--- src/rtl/sumador_secuencial.sv ---
// Multi-cycle WORDS*BITS-bit adder/subtractor: one BITS-wide chunk per clock,
// least-significant chunk first, carry held in a register between chunks.
module sumador_secuencial #(
    parameter int BITS  = 4,
    parameter int WORDS = 4
) (
    input  logic                  clk,
    input  logic                  rst,
    input  logic                  start,
    input  logic                  sub,
    input  logic [BITS*WORDS-1:0] num1,
    input  logic [BITS*WORDS-1:0] num2,
    output logic                  busy,
    output logic                  done,
    output logic [BITS*WORDS-1:0] result,
    output logic                  Cout,
    output logic                  overflow
);
    localparam int W  = BITS * WORDS;
    localparam int IW = (WORDS > 1) ? $clog2(WORDS) : 1;
    localparam logic [IW-1:0] LAST = IW'(WORDS - 1);

    typedef enum logic [1:0] {IDLE, RUN, DONE} state_t;

    state_t          state, next_state;
    logic [W-1:0]    a, b;
    logic            carry;
    logic [IW-1:0]   idx;
    logic [BITS-1:0] a_ch, b_ch;
    logic [BITS:0]   csum;

    always_ff @(posedge clk) begin
        if (rst) state <= IDLE;
        else     state <= next_state;
    end

    always_comb begin
        next_state = state;
        case (state)
            IDLE:    if (start) next_state = RUN;
            RUN:     if (idx == LAST) next_state = DONE;
            DONE:    next_state = IDLE;
            default: next_state = IDLE;
        endcase
    end

    always_comb begin
        busy = (state != IDLE);
        done = (state == DONE);
    end

    // Shared chunk adder; the operand chunk is picked by idx.
    always_comb begin
        a_ch = '0;
        b_ch = '0;
        for (int unsigned k = 0; k < WORDS; k++) begin
            if (idx == IW'(k)) begin
                a_ch = a[k*BITS +: BITS];
                b_ch = b[k*BITS +: BITS];
            end
        end
        csum = {1'b0, a_ch} + {1'b0, b_ch} + {{BITS{1'b0}}, carry};
    end

    always_ff @(posedge clk) begin
        if (rst) begin
            a        <= '0;
            b        <= '0;
            carry    <= 1'b0;
            idx      <= '0;
            result   <= '0;
            Cout     <= 1'b0;
            overflow <= 1'b0;
        end else begin
            case (state)
                IDLE: begin
                    if (start) begin
                        a     <= num1;
                        b     <= sub ? ~num2 : num2;
                        carry <= sub;
                        idx   <= '0;
                    end
                end
                RUN: begin
                    for (int unsigned k = 0; k < WORDS; k++) begin
                        if (idx == IW'(k)) result[k*BITS +: BITS] <= csum[BITS-1:0];
                    end
                    carry <= csum[BITS];
                    if (idx == LAST) begin
                        Cout     <= csum[BITS];
                        overflow <= (a[W-1] == b[W-1]) && (csum[BITS-1] != a[W-1]);
                    end else begin
                        idx <= idx + IW'(1);
                    end
                end
                default: ;
            endcase
        end
    end
endmodule

--- config.mk ---
export PLATFORM = sky130hd
export DESIGN_NAME = sumador_secuencial
export DESIGN_NICKNAME = d
export VERILOG_FILES = /design/src/rtl/sumador_secuencial.sv
export SDC_FILE = /design/constraint.sdc
export NUM_CORES = 1
export LEC_CHECK = 0
export ABC_AREA = 1
export BUFFER_PORTS_ARGS = -buffer_cell sky130_fd_sc_hd__buf_2
export CAP_MARGIN = 20
export CORE_MARGIN = 1.5
export CORE_UTILIZATION = 30
export DETAILED_ROUTE_END_ITERATION = 6
export HOLD_SLACK_MARGIN = 0.08
export PLACE_DENSITY = 0.55
export SETUP_SLACK_MARGIN = 0.5
export SYNTH_ARGS = -nofsm -noshare
export SYNTH_HDL_FRONTEND = slang
export SYNTH_SLANG_ARGS = --single-unit
--- constraint.sdc ---
create_clock -name clk -period 2.2 [get_ports clk]
set_input_delay 0.11 -clock clk [delete_from_list [all_inputs] [get_ports clk]]
set_output_delay 0.11 -clock clk [all_outputs]
set_load 0.005 [all_outputs]
# After elaboration in Yosys (flattened, before gate mapping)

Index checks and enable logic that the tools add are counted.

Register bits: 55
Output and inout port bits: 20

Add/subtract/negate cells: 3
Eq/ne operators: 10
Multiplexer cells: 17
Bitwise operators: 1
Reductions and logical operators: 13

Operator list:

| cell                  | count |
|---|---|
| $mux W4               | 8 |
| $mux W16              | 1 |
| $not A16 Y16          | 1 |
| $reduce_and A2 Y1     | 7 |
| $mux W2               | 4 |
| $pmux W2 S2           | 2 |
| $eq A2 B2 Y1 const B  | 3 |
| $ne A2 B2 Y1 const B  | 3 |
| $add A4 B4 Y5         | 1 |
| $add A5 B1 Y5         | 1 |
| $eq A2 B1 Y1 const B  | 2 |
| $logic_not A2 Y1      | 2 |
| $reduce_bool A2 Y1    | 2 |
| $reduce_and A3 Y1     | 1 |
| $add A2 B1 Y2 const B | 1 |
| $pmux W1 S2           | 1 |
| $eq A1 B1 Y1          | 1 |
| $logic_and A1 B1 Y1   | 1 |
| $mux W1               | 1 |
| $ne A1 B1 Y1          | 1 |

# Logic depth before layout (Yosys ltp)

Gate-level depths: netlist of the first run.

Depth in word-level cells: 9
Depth in mapped cells: 16

# Worst setup path before layout of the first run

OpenSTA, ideal clock, no wires.

Kind: register to register
Start: register idx[1]
End: register result[13]
Data arrival time: 2.303 ns
Required time: 2.084 ns
Setup slack: -0.219 ns
Cell stages (with the launch flop): 12
Buffers on the path: 0
Cells stage by stage: dfxtp_1 inv_1 ha_1 nor2_1 a22oi_1 o21ai_0 o21ai_0 fa_1 inv_1 fa_1 nor2_1 nor2_1

Word-level cells in the longest chain between the ends: 7
Elaborated cells between the ends (all ways): 15

Ends and longest elaborated chain:

| item                           | RTL line | RTL |
|---|---|---|
| start: declaration             | 28       | `logic [IW-1:0] idx;` |
| start signal: assignment       | 93       | `idx <= idx + IW'(1);` |
| $logic_not A2 Y1               | 57       | `if (idx == IW'(k)) begin` |
| $mux W4 (4 in series)          | 57       |  |
| $add A4 B4 Y5 *                | 62       | `csum = {1'b0, a_ch} + {1'b0, b_ch} + {{BITS{1'b0}}, carry};` |
| $add A5 B1 Y5 *                | 62       |  |
| via csum[1]                    | 30       | `logic [BITS:0] csum;` |
| end signal: indexed assignment | 86       | `if (idx == IW'(k)) result[k*BITS +: BITS] <= csum[BITS-1:0];` |
| end: declaration               | 15       | `output logic [BITS*WORDS-1:0] result,` |

The timed path passes the listed nets; every way through them passes the cells marked *.
A chain may end at the register's enable or synchronous reset.

# Final worst setup path of the first run

Start: register idx[1]
End: register result[3]

Word-level cells in the longest chain between the ends: 7
Elaborated cells between the ends (all ways): 15

Ends and longest elaborated chain:

| item                  | RTL line |
|---|---|
| $logic_not A2 Y1      | 57, 86 |
| $mux W4 (4 in series) | 57 |
| $add A4 B4 Y5         | 62 |
| $add A5 B1 Y5         | 62 |

Several ways; a longest one is shown, not always the timed one.

==> key figures, run 1 <==
Outcome
  – Status: finished, violations left
  – Failing checks: setup timing

Clocking
  – CTS buffer count: 5
  – Clock Sinks: 55
  – CTS max path bufs: 2
  – Clock latency on the worst-skew pair: 0.30 ns
  – Root Buffer: clkbuf_8
  – CTS tree: built
  – Htree depth: 2
  – Worst-path clk slew: 0.09 ns

Floorplanning
  – Io pins: 56
  – Std cell rows: 33
  – Die W: 95.3 um
  – Die footprint: 9090 um^2
  – Core area: 8220 um^2
  – Initial cell density of the core: 31.1%
  – Die Ht: 95.3 um

Synthesis
  – Synthesized Nets: 381
  – Post-synth ARST share: 0%
  – Yosys cell types: 26
  – Avg Inst Size Synth: 7.61 um^2
  – EDFF count, synth: 0
  – Post-Syn Instances: 336
  – Post-synthesis sequential area ratio: 43.1%
  – Count leader, synth: nor2_1
  – Seq cells post-synth: 55
  – Share of the synthesized area in the top cell type: 43.1%
  – Most used flip-flop cell after synthesis: dfxtp_1
  – Top post-synthesis cells by area: dfxtp_1 (43%), o21ai_0 (11%), nor2_1 (10%)
  – Top cells by count, synth: nor2_1 (68), dfxtp_1 (55), o21ai_0 (55)
  – Synth area leader: dfxtp_1
  – Warnings, synthesis: 0
  – Netlist Area Pre-Place: 2560 um^2

Worst hold path
  – Hold endpoint: a[14]
  – Hold path depth: 3
  – Class of the worst hold path: in2reg
  – Worst hold start: num1[14]

Drt
  – First-pass DRT Iterations: 4
  – Avg WL per Cell: 12.0 um
  – Routed via count: 2409
  – DR iter-0 viols: 80
  – Residual DRC: 0
  – Vias per cell: 4.58
  – Routed Antenna Nets: 0
  – Final wirelength: 6290 um

Critical path
  – Required @ worst endpoint: 2.40 ns
  – Crit path DAT: 2.45 ns
  – Worst setup EP type: flip-flop
  – Startpoint Class: flip-flop
  – Worst Path Max Fanout: 5
  – Worst R2R End: result[3]
  – R2R depth: 15
  – Reg-to-reg startpoint: idx[1]
  – Flop2flop setup slack: -0.05 ns
  – WS Path Type: reg2reg

Global route
  – Gr ovfl total: 0
  – Vias in the first global route: 2297
  – First-pass GRT wire length: 10300 um
  – Largest net degree at the start of global routing: 37
  – Initial antenna violation count: 0
  – GRT Util Overall: 14.8%

Place
  – Placer Congestion: 0.835
  – Port bufs: 55
  – HPWL Detailed: 4670 um

Run
  – Max Cap Viol: 0

STA
  – Final period utilization: 102%
  – RSZ-0062 raised after global routing: true
  – Final Hold Vio Count: 0
  – Final Critical Period: 2.25 ns
  – Maximum clock rate: 444 MHz
  – Setup_tns: -0.417 ns
  – Setup violation total in the final timing report: 14
  – Final max-slew violation count: 0
  – Max-slew headroom: 60.9%
  – Worst-Margin Slew: 0.586 ns
  – Setup WS post-layout: -0.0498 ns
  – Clk_skew: 0.00524 ns

Pwr
  – Tot Pwr: 2.25 mW
  – Leak pwr: 1.56 nW
  – Peak supply drop: 0.234 mV
  – Pwr/cell area: 638 nW/um^2

Layout
  – Core Util, Final: 42.9%
  – N_diodes: 0
  – Synth-to-layout area growth: 37.7%
  – Fin nets: 465
  – Share of cells above drive strength 1: 29.2%
## critical path, stage by stage (launching register included)
cell and delay (ns):
dfxtp_4 0.39, inv_4 0.05, ha_4 0.18, nor2_4 0.15
a22oi_2 0.07, o21ai_1 0.13, o21ai_1 0.11, fa_2 0.36
inv_2 0.08, buf_6 0.10, buf_6 0.09, nand3_4 0.07
nand3_4 0.11, nand3_1 0.08, o211ai_1 0.12, inv_1 0.05
## layer usage
layer | wire [um] | global-route usage [%]
met1 | 3000 | 18.6
met2 | 3010 | 25.5
met3 | 215 | 2.71
met4 | 66 | 4.10
met5 | 0 | 0
## placed cells by master (no fill, tap or decap), types with 2 or more instances in the layout
master / n
a21oi_2: 7
o21ai_0: 47
inv_1: 33
o211ai_1: 5
xor2_1: 14
clkinv_1: 2
fa_2: 2
nand3_1: 4
inv_2: 3
dlygate4sd3_1: 15
clkbuf_8: 5
nand2_2: 3
xnor2_1: 2
nor2_1: 67
buf_6: 4
dfxtp_4: 2
nand3_2: 5
a21oi_1: 24
buf_4: 18
nand3_4: 3
buf_2: 55
nand2_1: 11
a22oi_2: 2
ha_4: 4
dfxtp_1: 53
inv_4: 3
o22ai_1: 2
a22o_1: 2
a211oi_1: 2
ha_1: 2
nor2_4: 2
o21ai_1: 8
## how the worst max path moves through the flow
stage,start,endpoint,slack (ns)
after detailed placement,idx[0],result[6],-0.14
after CTS,idx[0],result[1],-0.05
final,idx[1],result[3],-0.05
after global placement,idx[0],result[6],-0.05
after floorplan,idx[0],carry,0.05
after global routing,idx[1],carry,-0.19
## final cells by class
| cell class | instances | area [um^2] |
|---|---|---|
| Multi-Input combinational cell | 226 | 1420 |
| Timing Repair Buffer | 93 | 626 |
| Clock inverter | 2 | 7.51 |
| Clock buffer | 6 | 72.6 |
| Fill cell | 850 | 4700 |
| Sequential cell | 55 | 1110 |
| Inverter | 39 | 154 |
| Tap cell | 105 | 131 |
## kinds of logic (layout without fill, tap and decap cells)
family	Yosys count	count (layout)	share of synthesized area, %
xor+xnor	17	17	5.82
simple gates	96	96	14.9
compound gates	104	104	22.0
flops	55	55	43.1
fa+ha+maj	9	9	4.99
buf+inv	55	140	9.25
## registers in the layout, summed over array words and instances (netlist names)
signal,cells
idx,2
b,16
a,16
carry,1
Cout,1
overflow,1
result,16
state,2
## power by group
group	switching, mW	leakage (nW)	internal (mW)
Combinational	0.343	1.06	0.282
Sequential	0.0387	0.454	1.07
Clock	0.302	0.0403	0.218
Total	0.683	1.56	1.57
## per-stage QoR
stage	hold WS, ns	setup slack, ns	cells	cell area [um^2]
6_report	0.0868	-0.0498	526	3520
5_1_grt	0.116	-0.191	526	3520
4_1_cts	0.0844	-0.0521	524	3440
3_5_place_dp	0.366	-0.137	500	3120
3_3_place_gp	0.361	-0.0524	500	3120
2_1_floorplan	0.173	0.0478	336	2650
## repair_timing
item	CTS	global route
resized for setup	15	22
setup endpoints to repair	20	27
setup buffers	1	2
hold buffers	15	0
hold endpoints to repair	17	0
pin swaps	10	12
No activity file was read; power rests on OpenSTA's default activity.
==> run 2, diff against run 1 <==
--- a/config.mk
+++ b/config.mk
@@ -5,7 +5,7 @@
 export SDC_FILE = /design/constraint.sdc
 export NUM_CORES = 1
 export LEC_CHECK = 0
-export ABC_AREA = 1
+export ABC_AREA = 0
 export BUFFER_PORTS_ARGS = -buffer_cell sky130_fd_sc_hd__buf_2
 export CAP_MARGIN = 20
 export CORE_MARGIN = 1.5
==> run 2 against run 1 <==
Effect of this change:
- the flow still finishes with violations (setup timing)
- sequential share of layout area decreased by 0.54 points
- register-to-register slack worse by 0.28 ns
- power fell by 3.3%
- first-iteration DRC count increased by 28%
- maximum frequency decreased by 11%
- largest cell class unchanged
- critical path depth down 3
- clock skew rose by 0.0023 ns
- largest power group unchanged
- sequential power is essentially flat
- count of clock-buffer cells in the layout grew 1
- clock power is 9.2% higher
- flip-flop and latch count is the same
- die area shrank 0.57%
==> key figures, run 2 <==
Floorplanning
  – Core area: 8220 um^2 (unchanged)
  – Io pins: 56 (unchanged)
  – Std cell rows: 33 (unchanged)
  – Die Ht: 95.1 um (was 95.3 um)
  – Die footprint: 9040 um^2 (was 9090 um^2)
  – Die W: 95.1 um (was 95.3 um)
  – Initial cell density of the core: 30.9% (was 31.1%)

Synthesis
  – Share of the synthesized area in the top cell type: 43.3% (was 43.1%)
  – Count leader, synth: dfxtp_1 (was nor2_1)
  – EDFF count, synth: 0 (unchanged)
  – Synth area leader: dfxtp_1 (unchanged)
  – Synthesized Nets: 355 (was 381)
  – Post-synth ARST share: 0% (unchanged)
  – Seq cells post-synth: 55 (unchanged)
  – Post-Syn Instances: 310 (was 336)
  – Avg Inst Size Synth: 8.20 um^2 (was 7.61 um^2)
  – Top cells by count, synth: dfxtp_1 (55), nand2_1 (50), a21oi_1 (37), nor2_1 (37), a211oi_1 (27) (was nor2_1 (68), dfxtp_1 (55), o21ai_0 (55))
  – Post-synthesis sequential area ratio: 43.3% (was 43.1%)
  – Netlist Area Pre-Place: 2540 um^2 (was 2560 um^2)
  – Warnings, synthesis: 0 (unchanged)
  – Top post-synthesis cells by area: dfxtp_1 (43%), a211oi_1 (8.0%), nand2_1 (7.4%) (was dfxtp_1 (43%), o21ai_0 (11%), nor2_1 (10%))
  – Yosys cell types: 29 (was 26)
  – Most used flip-flop cell after synthesis: dfxtp_1 (unchanged)

Global route
  – First-pass GRT wire length: 10200 um (was 10300 um)
  – Initial antenna violation count: 0 (unchanged)
  – Largest net degree at the start of global routing: 56 (was 37)
  – Gr ovfl total: 0 (unchanged)
  – Vias in the first global route: 2177 (was 2297)
  – GRT Util Overall: 14.4% (was 14.8%)

Clocking
  – Htree depth: 2 (unchanged)
  – Worst-path clk slew: 0.09 ns (about the same)
  – CTS tree: built (unchanged)
  – Root Buffer: clkbuf_8 (unchanged)
  – Clock latency on the worst-skew pair: 0.30 ns (about the same)
  – Clock Sinks: 55 (unchanged)
  – CTS buffer count: 5 (unchanged)
  – CTS max path bufs: 2 (unchanged)

STA
  – Setup_tns: -3.44 ns (was -0.417 ns)
  – RSZ-0062 raised after global routing: true (unchanged)
  – Maximum clock rate: 395 MHz (was 444 MHz)
  – Max-slew headroom: 59.4% (was 60.9%)
  – Worst-Margin Slew: 0.609 ns (was 0.586 ns)
  – Clk_skew: 0.00752 ns (was 0.00524 ns)
  – Final Critical Period: 2.53 ns (was 2.25 ns)
  – Setup violation total in the final timing report: 15 (was 14)
  – Final Hold Vio Count: 0 (unchanged)
  – Final max-slew violation count: 0 (unchanged)
  – Setup WS post-layout: -0.329 ns (was -0.0498 ns)
  – Final period utilization: 115% (was 102%)

Place
  – Placer Congestion: 0.744 (was 0.835)
  – Port bufs: 55 (unchanged)
  – HPWL Detailed: 4430 um (was 4670 um)
  – DP Area: 3090 um^2 (was 3120 um^2)
  – Placed cells: 463 (was 500)

Critical path
  – Max stage delay on crit path: 0.37 ns (was 0.39 ns)
  – Cell chain of the critical path: inv_4 -> ha_4 -> buf_6 -> nand2_1 -> a21oi_2 -> a21oi_2 -> o21ai_1 -> ha_1 -> a21o_2 -> or3_4 -> a21o_1 -> a311oi_2 (was inv_4 -> ha_4 -> nor2_4 -> a22oi_2 -> o21ai_1 -> o21ai_1 -> fa_2 -> inv_2 -> buf_6 -> buf_6 -> nand3_4 -> nand3_4 -> nand3_1 -> o211ai_1 -> inv_1)
  – Crit path DAT: 2.75 ns (was 2.45 ns)
  – Slowest-stage cell, CP: dfxtp_4 (unchanged)
  – WS Path Type: reg2reg (unchanged)
  – Required @ worst endpoint: 2.42 ns (was 2.40 ns)
  – Startpoint Class: flip-flop (unchanged)
  – Worst setup EP type: flip-flop (unchanged)
  – Worst Path Max Fanout: 6 (was 5)
  – Crit-path most repeated cell: a21oi_2

Drt
  – Avg WL per Cell: 12.6 um (was 12.0 um)
  – Vias per cell: 4.62 (was 4.58)
  – Routed via count: 2312 (was 2409)
  – Residual DRC: 0 (unchanged)
  – Final wirelength: 6280 um (was 6290 um)
  – DR iter-0 viols: 102 (was 80)
  – Routed Antenna Nets: 0 (unchanged)
  – First-pass DRT Iterations: 4 (unchanged)

Pwr
  – Peak supply drop: 0.259 mV (was 0.234 mV)
  – Pwr/cell area: 608 nW/um^2 (was 638 nW/um^2)
  – Leak pwr: 1.44 nW (was 1.56 nW)

Outcome
  – Failing checks: setup timing (unchanged)
  – Status: finished, violations left (unchanged)

Run
  – Max Cap Viol: 0 (unchanged)

Layout
  – Fin nets: 439 (was 465)
  – Most frequent cells in the layout: buf_2 (55), dfxtp_1 (53), nand2_1 (49) (was nor2_1 (67), buf_2 (55), dfxtp_1 (53))
  – Synth-to-layout area growth: 40.6% (was 37.7%)
  – Commonest non-fill, non-tap cell in the layout: buf_2 (was nor2_1)
  – Share of cells above drive strength 1: 33.4% (was 29.2%)
  – N_diodes: 0 (unchanged)
  – Biggest regs: a x16, b x16, result x16 (unchanged)
  – Final cell count without fillers: 500 (was 526)
  – Cell area after layout: 3570 um^2 (was 3520 um^2)
  – # fillers: 832 (was 850)

Worst hold path
  – Class of the worst hold path: in2reg (unchanged)
-- run 2: cell types whose count changed in the layout (fill, tap and decap cells not counted), moves of 4 or more --
cell / previous run / this run
xnor2_1: 2 / 16
o211ai_1: 5 / 0
a21oi_1: 24 / 28
nor2_1: 67 / 37
and2_1: 0 / 4
nand2_1: 11 / 49
nand3b_1: 1 / 6
a211oi_1: 2 / 24
buf_4: 18 / 24
o21ai_0: 47 / 1
inv_1: 33 / 3
xor2_1: 14 / 0
-- run 2: worst paths after layout --
kind         startpoint         end  slack [ns]  depth (start not counted)
max              idx[1]    overflow       -0.33                         12
max reg2reg      idx[1]    overflow       -0.33                         12
min reg2reg  result[13]  result[13]        0.47                          2
min            num2[14]       b[14]        0.09                          3
-- run 2: area by class of cell --
class	instances	area (um^2)	share of cell area [%]
well taps	105	131	3.68
multi-input cells	225	1520	42.6
repair buffers	102	701	19.6
clock inverters	1	5.00	0.140
clock buffers	7	86.3	2.42
inverters	5	21.3	0.595
flip-flops and latches	55	1110	30.9
-- run 2: cells by family after synthesis --
| logic type | share of synthesized area, % |
|---|---|
| compound gates | 19.2 |
| xor+xnor | 5.86 |
| fa+ha+maj | 5.02 |
| buf+inv | 4.63 |
| flops | 43.3 |
| mux | 1.18 |
| simple gates | 20.8 |
-- run 2: worst max-delay path: cells and delay by family, from the launching register on --
kind | cells | cell delay, ns
buf+inv | 2 | 0.20
compound gates | 6 | 1.01
flops | 1 | 0.37
fa+ha+maj | 2 | 0.44
simple gates | 2 | 0.44
-- run 2: what timing repair did --
| item | CTS | global route |
|---|---|---|
| buffers inserted | 8 | 3 |
| pin swaps | 16 | 10 |
| endpoints found under the hold margin | 18 | 0 |
| resized for setup | 19 | 17 |
| gates cloned | 0 | 0 |
| hold buffers | 18 | 0 |
| endpoints found under the setup margin | 21 | 22 |
-- run 2: through the flow --
step | hold WS, ns | utilization, % | total power [mW] | worst slack (ns)
after CTS | 0.0810 | 42.4 | 2.18 | -0.312
after global routing | 0.0829 | 43.5 | 2.30 | -0.440
after global placement | 0.359 | 37.6 | 1.54 | -0.324
after detailed placement | 0.359 | 37.6 | 1.54 | -0.361
after floorplan | 0.246 | - | 1.40 | -0.324
final | 0.0884 | 43.5 | 2.17 | -0.329
-- run 2: per-layer routing --
metal / global-route usage [%] / routed length (um)
met1: 18.8 / 3050
met2: 23.8 / 2940
met3: 2.55 / 189
met4: 4.85 / 108
met5: 0 / 0
-- run 2: report_power, final --
| part | internal (mW) | leakage [nW] | switching, mW |
|---|---|---|---|
| Combinational | 0.258 | 0.937 | 0.249 |
| Sequential | 1.06 | 0.452 | 0.0436 |
| Clock | 0.255 | 0.0482 | 0.312 |
| Total | 1.57 | 1.44 | 0.605 |
==> run 3, diff against run 2 <==
--- a/config.mk
+++ b/config.mk
@@ -9,10 +9,10 @@
 export BUFFER_PORTS_ARGS = -buffer_cell sky130_fd_sc_hd__buf_2
 export CAP_MARGIN = 20
 export CORE_MARGIN = 1.5
-export CORE_UTILIZATION = 30
+export CORE_UTILIZATION = 48
 export DETAILED_ROUTE_END_ITERATION = 6
 export HOLD_SLACK_MARGIN = 0.08
-export PLACE_DENSITY = 0.55
+export PLACE_DENSITY = 0.79
 export SETUP_SLACK_MARGIN = 0.5
 export SYNTH_ARGS = -nofsm -noshare
 export SYNTH_HDL_FRONTEND = slang
==> run 3 against run 2 <==
Effect of this change:
- non-clock buffer count down 6
- clock power down 0.9%
- sequential power about the same
- critical path depth unchanged
- count of clock-buffer cells in the layout down 1
- maximum frequency down 1.9%
- die area down 36%
- wire length up 0.73%
- design area down 1.0%
- the flow still finishes with violations (setup timing)
- power up 0.56%
- combinational power up 4%
==> key figures, run 3 (synthesis results as in run 2) <==
Outcome
  – Status: finished, violations left (unchanged)
  – Failing checks: setup timing (unchanged)

STA
  – Clk_skew: 0.00427 ns (was 0.00752 ns)
  – Worst-Margin Slew: 0.572 ns (was 0.609 ns)
  – Setup WS post-layout: -0.377 ns (was -0.329 ns)
  – Final Critical Period: 2.58 ns (was 2.53 ns)
  – Final period utilization: 117% (was 115%)
  – Setup_tns: -4.32 ns (was -3.44 ns)
  – Final Hold Vio Count: 0 (unchanged)
  – Max-slew headroom: 61.8% (was 59.4%)
  – Maximum clock rate: 388 MHz (was 395 MHz)
  – RSZ-0062 raised after global routing: true (unchanged)
  – Setup violation total in the final timing report: 15 (unchanged)
  – Final max-slew violation count: 0 (unchanged)

Layout
  – Share of cells above drive strength 1: 34.0% (was 33.4%)
  – Commonest non-fill, non-tap cell in the layout: buf_2 (unchanged)
  – Synth-to-layout area growth: 39.2% (was 40.6%)
  – Biggest regs: a x16, b x16, result x16 (unchanged)
  – Cell area after layout: 3540 um^2 (was 3570 um^2)
  – N_diodes: 0 (unchanged)
  – Most frequent cells in the layout: buf_2 (55), dfxtp_1 (52), nand2_1 (50) (was buf_2 (55), dfxtp_1 (53), nand2_1 (49))
  – Fin nets: 433 (was 439)
  – Core Util, Final: 69.3% (was 43.5%)

Global route
  – First-pass GRT wire length: 9620 um (was 10200 um)
  – Gr ovfl total: 0 (unchanged)
  – Largest net degree at the start of global routing: 43 (was 56)
  – GRT Util Overall: 22.3% (was 14.4%)
  – Vias in the first global route: 2093 (was 2177)
  – Initial antenna violation count: 0 (unchanged)

Clocking
  – CTS tree: built (unchanged)
  – Worst-path clk slew: 0.09 ns (about the same)
  – Clock latency on the worst-skew pair: 0.31 ns (was 0.30 ns)
  – CTS buffer count: 5 (unchanged)
  – Htree depth: 2 (unchanged)
  – Clock Sinks: 55 (unchanged)
  – Root Buffer: clkbuf_8 (unchanged)
  – CTS max path bufs: 2 (unchanged)

Drt
  – Final wirelength: 6330 um (was 6280 um)
  – First-pass DRT Iterations: 4 (unchanged)
  – DR iter-0 viols: 73 (was 102)
  – Routed Antenna Nets: 0 (unchanged)
  – Vias per cell: 5.16 (was 4.62)
  – Residual DRC: 0 (unchanged)
  – Avg WL per Cell: 13.8 um (was 12.6 um)
  – Routed via count: 2363 (was 2312)

Place
  – Port bufs: 55 (unchanged)
  – HPWL Detailed: 3860 um (was 4430 um)
  – DP Area: 3030 um^2 (was 3090 um^2)
  – Placer Congestion: 0.849 (was 0.744)

Critical path
  – Worst Path Max Fanout: 8 (was 6)
  – Flop2flop setup slack: -0.38 ns (was -0.33 ns)
  – Required @ worst endpoint: 2.37 ns (was 2.42 ns)
  – Reg-to-reg startpoint: idx[1] (unchanged)
  – Worst R2R End: carry (was overflow)
  – WS Path Type: reg2reg (unchanged)
  – Crit path DAT: 2.75 ns (about the same)
  – Startpoint Class: flip-flop (unchanged)
  – R2R depth: 12 (unchanged)
  – Worst setup EP type: flip-flop (unchanged)

Floorplanning
  – Die Ht: 75.8 um (was 95.1 um)
  – Core area: 5110 um^2 (was 8220 um^2)
  – Std cell rows: 26 (was 33)
  – Die W: 75.8 um (was 95.1 um)
  – Initial cell density of the core: 49.8% (was 30.9%)
  – Io pins: 56 (unchanged)
  – Die footprint: 5740 um^2 (was 9040 um^2)

Pwr
  – Tot Pwr: 2.19 mW (was 2.17 mW)
  – Seq pwr share: 50.2% (was 50.6%)
  – Internal power: 1.56 mW (was 1.57 mW)
  – Pwr/cell area: 618 nW/um^2 (was 608 nW/um^2)
  – Switching Share: 28.5% (was 27.9%)
  – Peak supply drop: 0.293 mV (was 0.259 mV)
  – Net Sw Power: 0.624 mW (was 0.605 mW)
  – Comb pwr share: 24.0% (was 23.3%)
  – Leak pwr: 1.41 nW (was 1.44 nW)
  – Proportion of power drawn by the clock network: 25.7% (was 26.1%)

Run
  – Max Cap Viol: 0 (unchanged)

Worst hold path
  – Hold endpoint: b[1] (was b[14])
  – Hold path depth: 3 (unchanged)
  – Worst hold start: num2[1] (was num2[14])
  – Class of the worst hold path: in2reg (unchanged)
==> run 3: power by group through the flow <==
stage / clock network (mW) / logic (mW) / registers (mW)
global placement: 0 / 0.404 / 1.12
finish: 0.562 / 0.525 / 1.10
CTS: 0.563 / 0.475 / 1.09
detailed placement: 0 / 0.414 / 1.12
global route: 0.598 / 0.577 / 1.10
floorplan: 0 / 0.291 / 1.11
==> run 3: area by class of cell <==
| class | instances | area (um^2) |
|---|---|---|
| tap | 70 | 87.6 |
| clock buffer | 6 | 82.6 |
| clock inverter | 1 | 5.00 |
| timing repair buffer | 96 | 672 |
| sequential | 55 | 1110 |
| inverter | 5 | 21.3 |
| fill | 398 | 1570 |
| multi-input combinational | 225 | 1560 |
==> run 3: per-stage QoR <==
stage	hold WS [ns]	setup WS [ns]	cells
floorplan	0.246	-0.324	310
global placement	0.353	-0.376	427
detailed placement	0.358	-0.359	427
CTS	0.0883	-0.275	456
global route	0.0921	-0.490	458
finish	0.0842	-0.377	458
==> run 3: what timing repair did <==
| item | 4_1_cts | 5_1_grt |
|---|---|---|
| pin swaps | 19 | 11 |
| hold buffers | 16 | 0 |
| hold endpoints to repair | 16 | 0 |
| gates resized for setup | 19 | 18 |
| setup buffers | 6 | 2 |
| setup endpoints to repair | 19 | 21 |
==> run 3: worst max-delay path: stages, from the launching register on <==
cell,delay [ns]
dfxtp_4,0.38
inv_4,0.05
ha_4,0.18
buf_6,0.14
a221oi_4,0.30
nor3_2,0.08
a21oi_2,0.16
fa_2,0.24
inv_2,0.04
fa_2,0.37
a21o_2,0.22
a21oi_4,0.16
a211oi_2,0.11
==> run 3: how the worst max path moves through the flow <==
stage           start  slack [ns]  depth (start not counted)  endpoint
2_1_floorplan  idx[0]       -0.32                         12  overflow
3_3_place_gp   idx[1]       -0.38                         12      Cout
3_5_place_dp   idx[1]       -0.36                         12     carry
4_1_cts        idx[1]       -0.28                         12      Cout
5_1_grt        idx[1]       -0.49                         12     carry
6_report       idx[1]       -0.38                         12     carry
==> run 3: metal layers <==
metal	wire, um	up-vias	GRT usage (%)
met1	2760	1081	27.7
met5	0	-	0
li1	-	1199	-
met2	3150	70	38.6
met3	292	13	3.70
met4	119	0	8.13
